`config.mk`:
```
export PLATFORM = sky130hd
export DESIGN_NAME = dispense_ctrl
export DESIGN_NICKNAME = d
export VERILOG_FILES = /design/src/rtl/dispense_ctrl.sv
export SDC_FILE = /design/constraint.sdc
export NUM_CORES = 1
export LEC_CHECK = 0
export ABC_AREA = 1
export BUFFER_PORTS_ARGS = -buffer_cell sky130_fd_sc_hd__buf_2
export CORE_ASPECT_RATIO = 0.7
export CORE_MARGIN = 3
export CORE_UTILIZATION = 62
export DETAILED_ROUTE_END_ITERATION = 8
export GPL_TIMING_DRIVEN = 0
export PLACE_DENSITY_LB_ADDON = 0.15
export SLEW_MARGIN = 15
export SYNTH_ARGS = -nofsm -noshare
export SYNTH_HDL_FRONTEND = slang
export SYNTH_SLANG_ARGS = --single-unit
```
`constraint.sdc`:
```
create_clock -name clk -period 3.75 [get_ports clk]
set_input_delay 0.5625 -clock clk [delete_from_list [all_inputs] [get_ports clk]]
set_output_delay 0.5625 -clock clk [all_outputs]
set_load 0.005 [all_outputs]
```
`src/rtl/dispense_ctrl.sv`:
```
// dispense_ctrl -- ATM note-dispense transaction sequencer.
//
// Accepts a withdrawal request for N notes, validates it against the account
// balance, the notes in the machine and (optionally) a daily limit, then issues
// N single-cycle count_down pulses spaced by NOTE_GAP idle cycles and closes
// the transaction with a one-cycle done or err. Owns the balance and
// cash-in-machine registers.
//
// Optional feature macro: DAILY_LIMIT_EN
//   defined   -> spent-today counter, daily-limit check (err_code 2'b11),
//                day_rst clears the counter.
//   undefined -> no spent counter, code 2'b11 never produced, day_rst ignored.
//
// Ports:
//   clk         in   1      rising-edge clock
//   res         in   1      synchronous active-high reset
//   req         in   1      withdrawal request, sampled only in IDLE
//   amount      in   AMT_W  notes requested, sampled with req
//   refill_en   in   1      add refill_amt to cash_left (IDLE only)
//   refill_amt  in   BAL_W  notes loaded by the operator
//   day_rst     in   1      clear spent-today (DAILY_LIMIT_EN only)
//   busy        out  1      high in every state except IDLE
//   count_down  out  1      one-cycle pulse per dispensed note
//   done        out  1      one-cycle pulse on successful completion
//   err         out  1      one-cycle pulse on a rejected request
//   err_code    out  2      00 zero, 01 balance, 10 cash, 11 daily limit
//   balance     out  BAL_W  current account balance in notes
//   cash_left   out  BAL_W  notes remaining in the machine
module dispense_ctrl #(
  parameter int BAL_W       = 16,
  parameter int AMT_W       = 8,
  parameter int NOTE_GAP    = 4,
  parameter int INIT_BAL    = 1000,
  parameter int INIT_CASH   = 500,
  parameter int DAILY_LIMIT = 100
) (
  input  logic             clk,
  input  logic             res,
  input  logic             req,
  input  logic [AMT_W-1:0] amount,
  input  logic             refill_en,
  input  logic [BAL_W-1:0] refill_amt,
  input  logic             day_rst,
  output logic             busy,
  output logic             count_down,
  output logic             done,
  output logic             err,
  output logic [1:0]       err_code,
  output logic [BAL_W-1:0] balance,
  output logic [BAL_W-1:0] cash_left
);

  // Compares run one bit wider than the counters so nothing can overflow.
  localparam int CMP_W = BAL_W + 1;
  localparam int GAP_W = (NOTE_GAP > 1) ? $clog2(NOTE_GAP) : 1;

  localparam logic [BAL_W-1:0] BAL_INIT_C  = BAL_W'(INIT_BAL);
  localparam logic [BAL_W-1:0] CASH_INIT_C = BAL_W'(INIT_CASH);
  localparam logic [BAL_W-1:0] BAL_ONE_C   = BAL_W'(1);
  localparam logic [BAL_W-1:0] BAL_ZERO_C  = BAL_W'(0);
  localparam logic [BAL_W-1:0] BAL_MAX_C   = {BAL_W{1'b1}};
  localparam logic [AMT_W-1:0] AMT_ONE_C   = AMT_W'(1);
  localparam logic [AMT_W-1:0] AMT_ZERO_C  = AMT_W'(0);
  localparam logic [GAP_W-1:0] GAP_ZERO_C  = GAP_W'(0);
  localparam logic [GAP_W-1:0] GAP_ONE_C   = GAP_W'(1);
  localparam logic [GAP_W-1:0] GAP_LOAD_C  = GAP_W'((NOTE_GAP > 0) ? (NOTE_GAP - 1) : 0);

  typedef enum logic [2:0] {
    S_IDLE  = 3'd0,
    S_CHECK = 3'd1,
    S_PULSE = 3'd2,
    S_GAP   = 3'd3,
    S_DONE  = 3'd4,
    S_ERR   = 3'd5
  } state_t;

  state_t           state_r;
  logic [AMT_W-1:0] remaining_r;
  logic [GAP_W-1:0] gap_cnt_r;
  logic [BAL_W-1:0] balance_r;
  logic [BAL_W-1:0] cash_r;
  logic             busy_r;
  logic             count_down_r;
  logic             done_r;
  logic             err_r;
  logic [1:0]       err_code_r;

  logic [CMP_W-1:0] amt_ext_s;
  logic             chk_fail_s;
  logic [1:0]       chk_code_s;

`ifdef DAILY_LIMIT_EN
  localparam logic [CMP_W-1:0] LIMIT_C = CMP_W'(DAILY_LIMIT);
  logic [BAL_W-1:0] spent_r;
  logic [CMP_W-1:0] spent_sum_s;
`else
  // Without the daily limit, day_rst and DAILY_LIMIT have no function.
  logic unused_s;
  assign unused_s = day_rst ^ (DAILY_LIMIT > 0);
`endif

  // Saturating add used for refills and the spent-today counter.
  function automatic logic [BAL_W-1:0] sat_add(input logic [BAL_W-1:0] a,
                                               input logic [BAL_W-1:0] b);
    logic [CMP_W-1:0] sum;
    sum = CMP_W'(a) + CMP_W'(b);
    if (sum[BAL_W]) begin
      return BAL_MAX_C;
    end else begin
      return sum[BAL_W-1:0];
    end
  endfunction

  assign busy       = busy_r;
  assign count_down = count_down_r;
  assign done       = done_r;
  assign err        = err_r;
  assign err_code   = err_code_r;
  assign balance    = balance_r;
  assign cash_left  = cash_r;

  // Request validation evaluated during CHECK; first failing rule wins.
  always_comb begin
    amt_ext_s  = CMP_W'(remaining_r);
    chk_fail_s = 1'b0;
    chk_code_s = 2'b00;
`ifdef DAILY_LIMIT_EN
    spent_sum_s = CMP_W'(spent_r) + amt_ext_s;
`endif
    if (remaining_r == AMT_ZERO_C) begin
      chk_fail_s = 1'b1;
      chk_code_s = 2'b00;
    end else if (amt_ext_s > CMP_W'(balance_r)) begin
      chk_fail_s = 1'b1;
      chk_code_s = 2'b01;
    end else if (amt_ext_s > CMP_W'(cash_r)) begin
      chk_fail_s = 1'b1;
      chk_code_s = 2'b10;
`ifdef DAILY_LIMIT_EN
    end else if (spent_sum_s > LIMIT_C) begin
      chk_fail_s = 1'b1;
      chk_code_s = 2'b11;
`endif
    end else begin
      chk_fail_s = 1'b0;
      chk_code_s = 2'b00;
    end
  end

  // Transaction FSM with registered Moore outputs set on entry to each state.
  always_ff @(posedge clk) begin
    if (res) begin
      state_r      <= S_IDLE;
      remaining_r  <= AMT_ZERO_C;
      gap_cnt_r    <= GAP_ZERO_C;
      balance_r    <= BAL_INIT_C;
      cash_r       <= CASH_INIT_C;
      busy_r       <= 1'b0;
      count_down_r <= 1'b0;
      done_r       <= 1'b0;
      err_r        <= 1'b0;
      err_code_r   <= 2'b00;
    end else begin
      count_down_r <= 1'b0;
      done_r       <= 1'b0;
      err_r        <= 1'b0;
      case (state_r)
        S_IDLE: begin
          // Refill lands on the same edge as the request, so CHECK sees it.
          if (refill_en) begin
            cash_r <= sat_add(cash_r, refill_amt);
          end
          if (req) begin
            remaining_r <= amount;
            state_r     <= S_CHECK;
            busy_r      <= 1'b1;
          end
        end
        S_CHECK: begin
          if (chk_fail_s) begin
            state_r    <= S_ERR;
            err_r      <= 1'b1;
            err_code_r <= chk_code_s;
          end else begin
            state_r      <= S_PULSE;
            count_down_r <= 1'b1;
          end
        end
        S_PULSE: begin
          // Validation guarantees these cannot underflow.
          balance_r   <= balance_r - BAL_ONE_C;
          cash_r      <= cash_r - BAL_ONE_C;
          remaining_r <= remaining_r - AMT_ONE_C;
          if (remaining_r == AMT_ONE_C) begin
            state_r <= S_DONE;
            done_r  <= 1'b1;
          end else if (NOTE_GAP == 0) begin
            state_r      <= S_PULSE;
            count_down_r <= 1'b1;
          end else begin
            state_r   <= S_GAP;
            gap_cnt_r <= GAP_LOAD_C;
          end
        end
        S_GAP: begin
          if (gap_cnt_r == GAP_ZERO_C) begin
            state_r      <= S_PULSE;
            count_down_r <= 1'b1;
          end else begin
            gap_cnt_r <= gap_cnt_r - GAP_ONE_C;
          end
        end
        S_DONE, S_ERR: begin
          state_r <= S_IDLE;
          busy_r  <= 1'b0;
        end
        default: begin
          state_r <= S_IDLE;
          busy_r  <= 1'b0;
        end
      endcase
    end
  end

`ifdef DAILY_LIMIT_EN
  // Spent-today counter; a day_rst coinciding with a pulse counts that note.
  always_ff @(posedge clk) begin
    if (res) begin
      spent_r <= BAL_ZERO_C;
    end else if (day_rst) begin
      spent_r <= (state_r == S_PULSE) ? BAL_ONE_C : BAL_ZERO_C;
    end else if (state_r == S_PULSE) begin
      spent_r <= sat_add(spent_r, BAL_ONE_C);
    end else begin
      spent_r <= spent_r;
    end
  end
`endif

endmodule
```
# Yosys cells after proc, flatten, opt, wreduce, memory -nomap -nowiden
# Cells that the tools add are included.
# classes
n_addsub,5
n_bitwise,3
reduce_logical,14
n_lt_le_gt_ge,2
n_eq_ne,9
n_mux,26
# ops
op,n
$gt A8 B16 Y1,2
$mux W16,2
$pmux W16 S2,1
$sub A16 B1 Y16 const B,2
$add A16 B16 Y17,1
$pmux W8 S2,1
$mux W3,4
$pmux W3 S4,1
$mux W2,5
$ne A2 B2 Y1 const B,5
$reduce_and A2 Y1,5
$eq A8 B1 Y1 const B,1
$logic_not A8 Y1,1
$mux W1,8
$mux W8,1
$sub A8 B1 Y8 const B,1
$eq A3 B2 Y1 const B,2
$pmux W1 S2,2
$pmux W2 S2,1
$reduce_bool A2 Y1,2
$reduce_or A2 Y1,2
$eq A3 B1 Y1 const B,1
$logic_not A3 Y1,1
$not A1 Y1,3
other kinds (4),4
# word_totals
register_bits,51
input_bits,29
word_cells,69
out_inout_bits,38

# Depth between registers and ports, before layout
# Gate-level depths: netlist of the first run.
# logic_depth
depth_word,6
mapped_depth,15
mapped_depth_nobuf,15

# Least setup slack after synthesis of the first run
# Ideal clock, no wire load.
# synth_path
path_kind,input port to flip-flop
startpoint,input port refill_amt[0]
endpoint,register cash_r[2] (netlist: cash_left[2])
t_arrival_ns,1.988
setup_slack_ns,1.625
cell_stages,11
n_path_buf,1
t_required_ns,3.613
setup_ns,0.137
path_cell_list,ha_1 -> fa_1 -> nand3_1 -> nand2_1 -> nand2_1 -> nand2_1 -> nand2_1 -> nand3_1 -> buf_2 -> o21ai_0 -> o211ai_1
# synth_via
elab_chain_len,4
# synth_rtl
element,line,rtl
from (decl),42,"input logic [BAL_W-1:0] refill_amt,"
$add A16 B16 Y17,106,sum = CMP_W'(a) + CMP_W'(b);
$mux W16,107,if (sum[BAL_W]) begin
$mux W16,170,if (refill_en) begin
$pmux W16 S2,167,case (state_r)
to (signal assigned),171,"cash_r <= sat_add(cash_r, refill_amt);"
to (signal assigned),192,cash_r <= cash_r - BAL_ONE_C;
to (decl),81,logic [BAL_W-1:0] cash_r;
# Every way passes these cells. The select of a mux whose other input is x is not followed.
# A chain may end at the register's enable or synchronous reset.

# Worst setup path after layout of the first run
# layout_path
startpoint,register cash_r[0] (netlist: cash_left[0])
endpoint,register cash_r[12] (netlist: cash_left[12])
# layout_via
elab_chain_len,4
elab_cells_between_ends,5
cone_classes,2 x add/sub; 3 x mux
# layout_rtl
element,line
$add A16 B16 Y17,106
$mux W16,107
$mux W16,170
$pmux W16 S2 (*),167
# Every way passes the cells marked *; elsewhere a longest branch is shown, timed or not. The select of a mux whose other input is x is not followed.

==> flow_summary.ini, run 1 <==
[outcome]
outcome = finished clean

[clock_network]
clkTransAtPathRegs_ps = 100
cts_made_buffers = 5
cts_tree = built
hold_buffers = 0
clock_latency_ps = 320
ctsResizeCount = 0
cts.sinks = 51
cts_max_path_buffers = 2
htreeDepth = 2
clock-root-buffer = clkbuf_8
cts_setup_buffers = 0

[power_and_ir_drop]
p_leak_nw = 2.34
ir_drop_uv = 513
power_density_mw_per_mm2 = 782

[grt]
antenna_found_initial = 0
grt_pass1_vias = 3900
grt_remaining_overflow = 0
grt_max_degree = 16
grtUsageTotal_pct = 31.0
grt_pass1_wl_microns = 18300

[yosys]
synthSimpleGateAreaFrac_pct = 32.7
yosys_warnings = 0
synth-compound-area-share_pct = 16.2
syn_avg_cell_area_sq_um = 6.32
syn_area_sq_mm = 0.00398
synth.net_count = 696
synth.area.top_cells = dfxtp_1, nand2_1, ha_1, inv_1, a21oi_1
synth_cells = 629
synth_cell_types = 33
synthMuxAreaShare_pct = 0
ys.flop_type = dfxtp_1
synth_edf_count = 0
synth_top_family_by_area = simple AND/OR/NAND/NOR gates
synthArstFlopShare_pct = 0
synth-seq-area-share_pct = 25.7
ys_ff_latch = 51
yosys.area.top_type = dfxtp_1
synth-xor-area-share_pct = 3.52
synth_fa_ha_area_share_pct = 12.1
synth.top_cell.area_share_pct = 25.7

[layout]
syn_to_final_growth_pct = 12.5
final_nets = 767
drive_gt1_share_pct = 13.1
fillers = 476
final_util_pct = 75.1
fin_cells = 776
final_common_cell = nand2_1
mostFrequentLayoutCells = nand2_1, inv_1, nor2_1, buf_2, a21oi_1
n_antenna_cell = 0

[worst_setup_path]
cp-end-kind = flop
cp.arrival_ps = 2430
reg2reg_depth = 11
worst-path-max-fanout = 10
worstSetupPathType = flop to flop
worstSetupStartpointType = flop
crit_required_ps = 3930

[placed_design]
place_congestion = 0.965
pre_cts_ws_ps = 1260
dp_hpwl_microns = 8920
place_inst = 768
io_buffers = 64

[timing]
min_period_ps = 2250
hold_violations = 0
rsz0062_at_grt = no
layout_setup_ws_ps = 1500
clock_skew_ps = 14.8
worstMarginPinSlew_ps = 603
slew_headroom_pct = 59.8
fmax_ghz = 0.444
setup_viol = 0
tns_ps = 0
period_share_pct = 60.1
finalMaxSlewViolations = 0

[route]
vias = 4424
dr.pass1.iters = 5
wl_per_cell_microns = 14.4
vias_per_cell = 5.70
drc = 0
drtIter0Drc = 383
totalWireLength_microns = 11200
ant_nets = 0

[floorplanning]
num_io_pins = 67
core-area_sq_mm = 0.00596
die_h_microns = 73.0
die_area_sq_mm = 0.00743
die_w_microns = 102
rows = 23
start_util_pct = 66.8

[hold_path]
hold_depth = 2
hold_class = flop to flop

[run]
max_cap_violations = 0
[kinds of logic after synthesis]
family                     count (synthesis)
AOI/OAI and AO/OA                        119
xor gates and xnor gates                  16
adders and majority gates                 38
buffers and inverters                    102
DFF                                       51
and+or+nand+nor                          303
[metrics by stage]
step	power [mW]	hold slack (ps)	instance area (sq um)
after global routing	3.85	483	4480
after CTS	3.45	466	4480
after floorplan	2.50	431	3980
final	3.50	462	4480
after detailed placement	3.11	452	4390
after global placement	3.01	448	4390
[flip-flops by register name, summed over array words and instances, names as in the netlist, 2 cells and up]
name,cells
cash_left,16
state_r,3
balance,16
gap_cnt_r,2
err_code,2
remaining_r,8
[routing by layer]
metal,GRT usage [%],up-vias,share of wire (%)
met2,45.4,223,41
met1,47.5,1992,47
met4,6.05,0,0.71
met3,5.54,14,11
met5,0,-,0
li1,-,2195,-
[synth_stat cells, types with 3 or more instances]
cell type,n
a211oi_1,3
nor2_2,4
nand4_1,8
dfxtp_1,51
nor3_1,8
nand2_1,153
xnor2_1,3
a31oi_1,6
nor2_1,68
nand2_2,5
nand3_1,46
buf_2,4
ha_1,37
o211ai_1,5
inv_1,87
clkbuf_1,9
nor2_4,4
a21oi_1,59
o21ai_0,38
xor2_1,13
[power by group]
part	internal (mW)	total, mW	leakage [nW]	switching [mW]
registers	0.709	0.960	0.418	0.251
clock network	0.128	0.322	0.0477	0.194
logic	0.796	2.22	1.88	1.42
[final timing paths]
path	startpoint	endpoint	slack, ps
max	cash_left[0]	cash_left[12]	1500
min reg2reg	err_code[0]	err_code[0]	460
min	err_code[0]	err_code[0]	460
max reg2reg	cash_left[0]	cash_left[12]	1500
[area by class of cell]
class,count,area (sq um),area share [%]
multi-input combinational,476,2570,57.4
sequential,51,1020,22.8
inverter,89,334,7.46
timing repair buffer,64,320,7.16
tap,75,93.8,2.10
clock buffer,5,68.8,1.54
buffer,13,53.8,1.20
clock inverter,3,15.0,0.335
[worst max-delay path, stage by stage (launching register included)]
cell and delay [ps]:
dfxtp_1 370, ha_1 240, fa_1 400, nand3_1 80
nand2_1 120, nand2_1 90, nand2_1 80, nand2_1 80
nand3_1 80, buf_2 200, o21bai_1 260, a21oi_1 110
Power figures use the tool's default switching activity.
==> run 2, diff against run 1 <==
ABC_AREA = 0   (was 1)
CORE_UTILIZATION = 52   (was 62)
clock period = 1.92 ns   (was 3.75 ns; I/O delays follow)
==> flow_summary.ini, run 2 <==
[clock_network]
cts.sinks = 51
cts_max_path_buffers = 2
clock_latency_ps = 320
clock-root-buffer = clkbuf_8
htreeDepth = 2
hold_buffers = 0
cts_tree = built
clkTransAtPathRegs_ps = 110
cts_made_buffers = 5

[floorplanning]
die_h_microns = 78.0
rows = 25
die_area_sq_mm = 0.00848
start_util_pct = 55.2
die_w_microns = 109
num_io_pins = 67
core-area_sq_mm = 0.00698

[grt]
grt_max_degree = 17
grt_pass1_wl_microns = 19900
grtUsageTotal_pct = 29.1
antenna_found_initial = 0
grt_pass1_vias = 4029
grt_remaining_overflow = 0

[power_and_ir_drop]
ir_drop_uv = 803
power_density_mw_per_mm2 = 1590
p_leak_nw = 2.14

[yosys]
synth_edf_count = 0
synthSimpleGateAreaFrac_pct = 22.9
synth_cells = 493
synthMuxAreaShare_pct = 0
synth_cell_types = 55
synth_fa_ha_area_share_pct = 12.6
synth_top_family_by_area = compound AO/OA/AOI/OAI gates
ys.flop_type = dfxtp_1
synthArstFlopShare_pct = 0
synth-xor-area-share_pct = 6.83
yosys_warnings = 0
synth.net_count = 560
syn_area_sq_mm = 0.00385
synth.area.top_cells = dfxtp_1, ha_1, a21oi_1, xnor2_1, nor2_1
synth-seq-area-share_pct = 26.5
syn_avg_cell_area_sq_um = 7.80
ys_ff_latch = 51
synth.top_cell.area_share_pct = 26.5
synth-compound-area-share_pct = 26.4
yosys.area.top_type = dfxtp_1
synthTopCellsByCount = a21oi_1, dfxtp_1, nor2_1, ha_1, nand2_1
yosysMostFrequentCell = a21oi_1

[route]
wl_per_cell_microns = 18.1
drc = 0
vias_per_cell = 6.19
ant_nets = 0
dr.pass1.iters = 5
drtIter0Drc = 460
vias = 4234
totalWireLength_microns = 12400

[worst_setup_path]
worstSetupStartpointType = flop
cpMostUsedCell = or4_4
slowest_delay_ps = 550
crit_buf_inv = 1
crit_required_ps = 2130
crit_family = simple AND/OR/NAND/NOR gates
cpMaxStageDelayCell = or4_4
worstSetupPathType = flop to flop
cp.arrival_ps = 2580
cp-end-kind = flop
path_cells = or4_4 -> or3_4 -> or4_4 -> a21oi_4 -> buf_4 -> nor3_2 -> o21a_1
worst-path-max-fanout = 4

[layout]
n_antenna_cell = 0
drive_gt1_share_pct = 29.3
mostFrequentLayoutCells = buf_2, a21oi_1, nor2_1, dfxtp_1, ha_1
final_common_cell = buf_2
regArea_sq_mm = 0.00105
final_nets = 656
multi_input_area_sq_mm = 0.00294
fillers = 550
syn_to_final_growth_pct = 30.0

[placed_design]
place_congestion = 0.914
dp_hpwl_microns = 8730
pre_cts_ws_ps = -556
io_buffers = 64

[outcome]
violations = negative setup slack
outcome = finished, violations left

[timing]
slew_headroom_pct = 55.9
setup_viol = 23
layout_setup_ws_ps = -443
rsz0062_at_grt = yes
finalMaxSlewViolations = 0
hold_violations = 0
period_share_pct = 123
clock_skew_ps = 12.1
min_period_ps = 2360
tns_ps = -8670
fmax_ghz = 0.423
worstMarginPinSlew_ps = 661

[hold_path]
hold_class = primary input to flop

[run]
max_cap_violations = 0
==> run 2: where the power goes <==
| part | switching (mW) | internal [mW] |
|---|---|---|
| clock | 0.391 | 0.520 |
| sequential | 0.493 | 1.40 |
| combinational | 2.81 | 2.35 |
==> run 2: worst reg2reg max path, stage by stage (launching register included) <==
cell	delay (ps)
dfxtp_4	370
or4_4	550
or3_4	350
or4_4	440
a21oi_4	190
buf_4	150
nor3_2	40
o21a_1	180
==> run 2: final timing paths <==
path	startpoint	end	slack, ps	cells after the start
worst max register to register	cash_left[11]	state_r[1]	-440	7
worst min register to register	err_code[0]	err_code[0]	520	2
worst max-delay path	cash_left[11]	state_r[1]	-440	7
worst min-delay path	amount[6]	remaining_r[6]	250	3
==> run 2: repair_timing <==
action                     4_1_cts  5_1_grt
buffers inserted                20       10
resized for setup               48       25
pin swaps                       25       12
setup endpoints to repair       45       38
==> run 2: per-layer routing <==
metal  global-route usage, %  routed length [microns]  up-vias
met5                       0                        0        -
met1                    43.1                     5810     1978
met2                    43.3                     5270      213
li1                        -                        -     2022
met3                    6.57                     1150       21
met4                    5.67                      157        0
==> run 2: logic make-up (layout without fill, tap and decap cells) <==
| family | count (synthesis) | count (layout) |
|---|---|---|
| XOR/XNOR | 30 | 30 |
| buffers and inverters | 49 | 146 |
| AND/OR/NAND/NOR | 169 | 169 |
| AO/OA/AOI/OAI | 156 | 156 |
| adder cells (fa/ha/maj) | 38 | 38 |
| flip-flops | 51 | 51 |
==> run 2: metrics by stage <==
| stage | instances | util, % | hold slack [ps] | area (sq um) | power (mW) |
|---|---|---|---|---|---|
| after floorplan | 493 | - | 428 | 3920 | 4.78 |
| after global placement | 651 | 62.5 | 469 | 4360 | 5.71 |
| after detailed placement | 651 | 62.6 | 466 | 4370 | 5.85 |
| after CTS | 676 | 69.5 | 232 | 4850 | 7.51 |
| after global routing | 684 | 71.7 | 253 | 5000 | 8.55 |
| final | 684 | 71.7 | 253 | 5000 | 7.96 |
==> run 2: final cells by class <==
type / count / area share (%)
buffer: 19 / 2.15
clock buffer: 5 / 1.38
clock inverter: 3 / 1.35
inverter: 25 / 1.88
multi-input combinational: 393 / 58.7
sequential: 51 / 20.9
tap: 94 / 2.35
timing repair buffer: 94 / 11.2
